[src/rtl/mux4_arb_pkg.sv]
// Shared types and helpers for the round-robin 4-to-1 mux arbiter.
package mux4_arb_pkg;

  localparam int unsigned NUM_REQ = 4;
  localparam int unsigned IDX_W   = 2;

  typedef enum logic {
    IDLE  = 1'b0,
    GRANT = 1'b1
  } arb_state_e;

  // Mux select lines carry the owner index with its two bits swapped.
  function automatic logic [1:0] idx_to_select(input logic [IDX_W-1:0] index);
    return {index[0], index[1]};
  endfunction

endpackage

[src/rtl/mux4_rr_pick.sv]
// Combinational rotate-priority picker: first requester after last_owner, wrapping.
module mux4_rr_pick
  import mux4_arb_pkg::*;
(
  input  logic [NUM_REQ-1:0] req,
  input  logic [IDX_W-1:0]   last_owner,
  output logic               found,
  output logic [IDX_W-1:0]   index
);

  logic [IDX_W-1:0] cand;

  // Walk from lowest to highest priority so the highest-priority hit wins.
  always_comb begin
    found = 1'b0;
    index = last_owner;
    cand  = last_owner;
    for (int k = NUM_REQ; k >= 1; k--) begin
      cand = last_owner + IDX_W'(k);
      if (req[cand]) begin
        found = 1'b1;
        index = cand;
      end
    end
  end

endmodule

[src/rtl/mux4_rr_arbiter.sv]
// Round-robin arbiter in front of a shared 4-to-1, 1-bit mux, with registered data.
// Optional per-requester grant counters are enabled with MUX4_ARB_STATS_EN.
module mux4_rr_arbiter
  import mux4_arb_pkg::*;
#(
  parameter int unsigned MAX_HOLD = 8,
  parameter int unsigned HOLD_W   = 8
) (
  input  logic               clk,
  input  logic               reset,
  input  logic [NUM_REQ-1:0] req,
  input  logic [NUM_REQ-1:0] data_in,
  output logic [NUM_REQ-1:0] grant,
  output logic [1:0]         select,
  output logic               busy,
  output logic               data_out,
  output logic               data_valid
`ifdef MUX4_ARB_STATS_EN
  ,
  output logic [31:0]        grant_cnt
`endif
);

  arb_state_e        state_q;
  logic [IDX_W-1:0]  owner_q;
  logic [IDX_W-1:0]  last_q;
  logic [HOLD_W-1:0] hold_q;
  logic [NUM_REQ-1:0] grant_q;
  logic [1:0]        select_q;
  logic              data_q;
  logic              valid_q;

  logic              keep_c;
  logic              start_c;
  logic [IDX_W-1:0]  pick_last_c;
  logic              pick_found;
  logic [IDX_W-1:0]  pick_index;

  // While granted, a release rotates priority so the current owner goes last.
  assign pick_last_c = (state_q == GRANT) ? owner_q : last_q;
  assign keep_c      = (state_q == GRANT) && req[owner_q] &&
                       (hold_q < HOLD_W'(MAX_HOLD - 1));
  assign start_c     = pick_found && !keep_c;

  mux4_rr_pick u_pick (
    .req        (req),
    .last_owner (pick_last_c),
    .found      (pick_found),
    .index      (pick_index)
  );

  always_ff @(posedge clk) begin
    if (reset) begin
      state_q  <= IDLE;
      owner_q  <= '0;
      last_q   <= IDX_W'(NUM_REQ - 1);
      hold_q   <= '0;
      grant_q  <= '0;
      select_q <= 2'b00;
      data_q   <= 1'b0;
      valid_q  <= 1'b0;
    end else begin
      valid_q <= (state_q == GRANT);
      if (state_q == GRANT) begin
        data_q <= data_in[owner_q];
      end

      if (state_q == GRANT && !keep_c) begin
        last_q <= owner_q;
      end

      if (keep_c) begin
        hold_q <= hold_q + HOLD_W'(1);
      end else if (start_c) begin
        state_q  <= GRANT;
        owner_q  <= pick_index;
        hold_q   <= '0;
        grant_q  <= NUM_REQ'(1) << pick_index;
        select_q <= idx_to_select(pick_index);
      end else begin
        state_q <= IDLE;
        grant_q <= '0;
      end
    end
  end

  assign grant      = grant_q;
  assign select     = select_q;
  assign busy       = (state_q == GRANT);
  assign data_out   = data_q;
  assign data_valid = valid_q;

`ifdef MUX4_ARB_STATS_EN
  logic [7:0] cnt_q [NUM_REQ];

  // Saturating count of grant starts, including self re-grants after timeout.
  always_ff @(posedge clk) begin
    if (reset) begin
      for (int i = 0; i < NUM_REQ; i++) cnt_q[i] <= '0;
    end else if (start_c && cnt_q[pick_index] != 8'hFF) begin
      cnt_q[pick_index] <= cnt_q[pick_index] + 8'd1;
    end
  end

  for (genvar g = 0; g < NUM_REQ; g++) begin : g_cnt
    assign grant_cnt[g*8 +: 8] = cnt_q[g];
  end
`endif

endmodule

[config.mk]
export PLATFORM = sky130hd
export DESIGN_NAME = mux4_rr_arbiter
export DESIGN_NICKNAME = d
export VERILOG_FILES = /design/src/rtl/mux4_arb_pkg.sv /design/src/rtl/mux4_rr_pick.sv /design/src/rtl/mux4_rr_arbiter.sv
export SDC_FILE = /design/constraint.sdc
export NUM_CORES = 1
export LEC_CHECK = 0
export CORE_AREA = 2 2 45 47
export CTS_CLUSTER_SIZE = 24
export DETAILED_ROUTE_END_ITERATION = 10
export DIE_AREA = 0 0 47 49
export PLACE_DENSITY = 0.77
export SYNTH_ARGS = -nofsm -noshare
export SYNTH_HDL_FRONTEND = slang
export SYNTH_SLANG_ARGS = --single-unit
[constraint.sdc]
create_clock -name clk -period 3.14 [get_ports clk]
set_input_delay 0.628 -clock clk [delete_from_list [all_inputs] [get_ports clk]]
set_output_delay 0.628 -clock clk [all_outputs]
set_load 0.01 [all_outputs]
### Word-level counts from Yosys, hierarchy flattened

Index checks and enable logic that the tools add are counted.

* add/sub/neg operators: 4
* multipliers: 0
* div/mod/pow operators: 0
* magnitude comparators: 6
* eq/ne operators: 0
* shifts and indexed selects: 1
* muxes and demuxes: 24
* bitwise operators: 1
* reduce and logical (&&, ||, !) cells: 7

Operators with widths (count)
* $mux W8: 2
* $lt A2 B3 Y1 const B: 5
* $bmux W1 S2: 6
* $mux W1: 11
* $add A8 B1 Y8 const B: 1
* $lt A8 B3 Y1 const B: 1
* $mux W2: 4
* $add A2 B2 Y2 const B: 2
* $logic_and A1 B1 Y1: 4
* $mux W4: 1
* $shl A1 B2 Y4 const A: 1
* $add A2 B1 Y2 const B: 1
* $reduce_and A2 Y1: 1
* $reduce_bool A2 Y1: 1
* $logic_not A1 Y1: 1
* $not A1 Y1: 1

* register bits after elaboration: 21
* latch bits: 0
* RAM bits: 0
* ROM bits: 0
* input bits: 10
* output and inout port bits: 9
* logic and storage cells: 51
* memories kept: 0

### Longest topological paths before layout

* depth after elaboration: 10
* gate-level depth with buffers: 7
* mapped depth without buffers: 6

### By module

A second synthesis with hierarchy kept.

* cell total of the unflattened synthesis: 104
* area total of the unflattened synthesis: 935.9 um^2

By module, submodules not included
* mux4_rr_arbiter: times used 1, cells each 90, area an instance 853.3 um^2, sequential area each 380.4 um^2
* mux4_rr_pick: times used 1, cells each 14, area an instance 82.6 um^2, sequential area each 0.0 um^2

### Least setup slack after synthesis

OpenSTA, ideal clock, no wires.

* path kind: register -> register
* from: reg state_q, in the netlist busy
* to: reg last_q[0]
* setup time: 0.122 ns
* arrival time: 1.901 ns
* data required time: 3.018 ns
* slack: 1.116 ns
* cell stages (with the launch flop): 7
* path buffers: 2
* clock period less this slack: 2.024 ns
* path through: dfxtp_1 buf_6 or4b_1 a211o_1 or2_1 buf_6 a311o_1

* longest elaborated chain between the ends: 4

RTL lines
* start, declared: line mux4_rr_arbiter.sv:24 `arb_state_e state_q;`
* start signal, assigned: line mux4_rr_arbiter.sv:54 `state_q <= IDLE;`
* start signal, assigned: line mux4_rr_arbiter.sv:75 `state_q <= GRANT;`
* start signal, assigned: line mux4_rr_arbiter.sv:81 `state_q <= IDLE;`
* $logic_and A1 B1 Y1 (2 in series): line mux4_rr_arbiter.sv:41 `assign keep_c = (state_q == GRANT) && req[owner_q] &&`
* $logic_not A1 Y1: line mux4_rr_arbiter.sv:68 `if (state_q == GRANT && !keep_c) begin`
* $logic_and A1 B1 Y1 *: line mux4_rr_arbiter.sv:68
* end signal, assigned: line mux4_rr_arbiter.sv:56 `last_q <= IDX_W'(NUM_REQ - 1);`
* end signal, assigned: line mux4_rr_arbiter.sv:69 `last_q <= owner_q;`
* end, declared: line mux4_rr_arbiter.sv:26 `logic [IDX_W-1:0] last_q;`

Mark *: on every way between the ends. The rest lies on a longest branch, timed or not.
A chain may end at the register's enable or synchronous reset.

### Worst setup path in the final report

* from: in req[0]
* to: reg grant_q[2], in the netlist grant[2]

* longest elaborated chain between the ends: 8
* elaborated cells between the ends (all ways): 23
* classes of those cells: shift (1); mux (18); reduce/logical (4)

RTL lines
* start, declared: line mux4_rr_arbiter.sv:11 `input logic [NUM_REQ-1:0] req,`
* $bmux W1 S2: line mux4_rr_pick.sv:20 `if (req[cand]) begin`
* $mux W1 (not written as such): line mux4_rr_pick.sv:20
* $mux W1 (4 in series): line mux4_rr_pick.sv:20
* $logic_and A1 B1 Y1: line mux4_rr_arbiter.sv:43 `assign start_c = pick_found && !keep_c;`
* $mux W4: line mux4_rr_arbiter.sv:74 `end else if (start_c) begin`
* end signal, assigned: line mux4_rr_arbiter.sv:78 `grant_q <= NUM_REQ'(1) << pick_index;`
* end, declared: line mux4_rr_arbiter.sv:28 `logic [NUM_REQ-1:0] grant_q;`

Several ways; a longest one is shown, not always the timed one. The select of a mux whose other input is x is not followed.

==> key figures <==
Die
  – DIE WIDTH: 47 um
  – Ports: 19
  – Initial Util: 48.0%
  – Core area: 0.00184 sq mm
  – Die height: 49 um
  – FP Rows: 16
  – Die area: ~0.0023 sq mm

Synthesis
  – Syn Std Cell Area: 883 sq um
  – Commonest cells post-synth: 19 x dfxtp_1, 9 x a21oi_1, 9 x nor2_1
  – Share of synthesized registers carrying an async set or reset: 0%
  – Post-synthesis cell count: 96
  – Post-synth top flop: dfxtp_1
  – Seq cells post-synth: 19
  – Number of library cell types mapped by synthesis: 35
  – Share of the synthesized area in the top cell type: a little over two fifths
  – EDFF count, synth: 0
  – Fraction of the yosys area taken by sequential cells: 43.1%
  – Synth area leader: dfxtp_1
  – Syn avg cell area: 9.20 sq um
  – Most numerous cell in the Yosys netlist: dfxtp_1
  – Top cells by area, synth: dfxtp_1 43%, mux2i_1 5.7%, a21oi_1 5.1%
  – YS warnings: 0
  – Syn_nets: about 110

Clock tree
  – Post_cts resized: 0
  – H-tree levels: 1
  – Clock sinks: 19
  – Setup bufs post-CTS: 0
  – Hold_buf cts: 0
  – Root buffer cell: clkbuf_4
  – CTS clk-pin slew, worst paths: 0.11 ns
  – Cts bufs inserted: 3
  – CTS tree: yes
  – Clk buf depth: 2
  – Worst-Skew Late Latency: 0.30 ns

Critical path
  – Reg2reg setup slack: 0.93 ns
  – Worst R2R Path Depth: 4
  – Origin of the critical flop-to-flop path: busy
  – Slowest stage delay, CP: around 0.50 ns
  – CP Max Fanout: 13
  – CP required: between 3 and 4 ns
  – Crit path kind: input port to flip-flop
  – Ordered cell list for the critical path: clkdlybuf4s50_1 > nor2b_1 > a211oi_1 > nor2_1 > buf_4 > or4_1 > a21oi_1
  – CP max-delay cell: or4_1
  – Element type at the critical path start: input port
  – FF-to-FF End: last_q[0]
  – Critical Path End Type: flip-flop
  – Crit path arrival time: ~2.5 ns

Min path
  – Worst hold path depth: 1
  – Endpoint, Worst Hold: hold_q[6]
  – Tightest Hold Check Type: flip-flop to flip-flop
  – Worst min-delay path startpoint: hold_q[6]

Place
  – Placed Instance Area: 0.00107 sq mm
  – Port Buffers: 18
  – Gpl congestion: 0.843
  – HPWL after detailed placement: about 1300 um

Route
  – Post-DR vias/cell: 5.55
  – Initial DRC Count: 14
  – Vias: about 800
  – WL/cell: 13.3 um
  – Drc violations: 0
  – Total Wirelength: ~1900 um
  – Antenna Nets Post-Route: 0
  – Drt first pass iters: 4

Timing
  – Clock skew: 0.00401 ns
  – RSZ-0062 raised after global routing: no
  – # setup viols final: 0
  – Highest Clock Rate: 445 MHz
  – Slew HR: 60.2%
  – Worst-Margin Slew: 0.595 ns
  – Max Slew Vio Count: 0
  – Fin. Hold Viols: 0
  – Setup_tns: 0 ns
  – WHS: 0.467 ns
  – Final period util: 71.6%
  – Period minus WS final: 2.25 ns

Global routing
  – Largest net degree at the start of global routing: 18
  – Initial antenna violation count: 0
  – Met3 usage: ~3.7%
  – Number of global-route vias before repair: around 760
  – Grt total ovfl: 0
  – Global-route wire length before repair: 3130 um
  – All-Layer GR Usage: 18.3%
  – Most used routing layer: met2
  – Met1 Use GR: 23.0%
  – GR met2 Demand/Resource: 28.5%

Final layout
  – Net count, final: 126
  – Layout cell share with drive strength beyond 1: 9.65%
  – Area Growth Syn to Fin: 24.6%
  – Final instance area: between 0.001 and 0.0015 sq mm
  – Antenna diodes: 0
  – Finished Core Util: 59.8%

Pwr
  – Leak Pwr: around 0.43 nW
  – PwrDens: just over 500 mW/mm^2
  – Peak VDD IR: 0.000296 V

Run
  – Maxcap violations: 0

Status
  – Status: finished, final reports clean
## logic make-up after synthesis
family | Yosys count | share of synthesized area [%]
flip-flops | 19 | 43.1
buffers and inverters | 8 | 5.24
AO/OA/AOI/OAI | 25 | 19.1
AND/OR/NAND/NOR | 35 | 20.4
adder cells (fa/ha/maj) | 1 | 1.42
multiplexers | 8 | 10.8
## critical path: cells and delay by family
family                 cells  cell delay, ns
AO/OA/AOI/OAI              2            0.48
AND/OR/NAND/NOR            3            0.73
buffers and inverters      2            0.64
## metal layers
metal,wire (um),vias to the layer above
met5,0,-
met2,878,20
met1,867,368
li1,-,387
met4,51,0
met3,81,7
## cells in the final DEF (no fill, tap or decap), types with 2 or more instances in the layout
cell,n
mux2i_1,5
nand4_1,2
o21ai_0,3
dfxtp_1,19
buf_4,2
mux2_2,2
a21oi_1,9
a211o_1,3
and2_1,4
nor2_1,9
clkdlybuf4s50_1,18
nor3_1,4
clkbuf_4,3
nand2_1,8
inv_1,2
## flip-flops by register name, summed over array words and instances (netlist names)
signal / flops
busy: 1
select: 1
grant: 4
owner_q: 1
data_out: 1
data_valid: 1
hold_q: 8
last_q: 2
## per-stage QoR
| stage | std cells | worst slack, ns | power (mW) |
|---|---|---|---|
| 2_1_floorplan | 96 | 1.12 | 0.389 |
| 3_3_place_gp | 137 | 0.648 | 0.442 |
| 3_5_place_dp | 137 | 0.570 | 0.448 |
| 4_1_cts | 141 | 0.886 | 0.572 |
| 5_1_grt | 141 | 0.727 | 0.601 |
| 6_report | 141 | 0.890 | 0.571 |
## worst max-delay path by stage
stage / from / endpoint / slack, ns / cells past startpoint
3_5_place_dp: req[0] / grant[2] / 0.57 / 7
3_3_place_gp: req[0] / grant[2] / 0.65 / 7
2_1_floorplan: busy / last_q[0] / 1.12 / 6
4_1_cts: req[0] / grant[2] / 0.89 / 7
5_1_grt: req[0] / grant[2] / 0.73 / 7
6_report: req[0] / grant[2] / 0.89 / 7
## where the power goes
part	total, mW	switching (mW)	internal [mW]
sequential	0.285	0.0242	0.261
combinational	0.158	0.0742	0.0842
clock	0.128	0.0800	0.0475
## layout make-up
| class | count | area (sq um) |
|---|---|---|
| well taps | 27 | 33.8 |
| flip-flops and latches | 19 | 380 |
| multi-input cells | 69 | 457 |
| clock buffers | 3 | 22.5 |
| repair buffers | 20 | 195 |
| fillers | 169 | 741 |
| inverters | 2 | 7.51 |
| clock inverters | 1 | 5.00 |
Power figures use the tool's default switching activity.
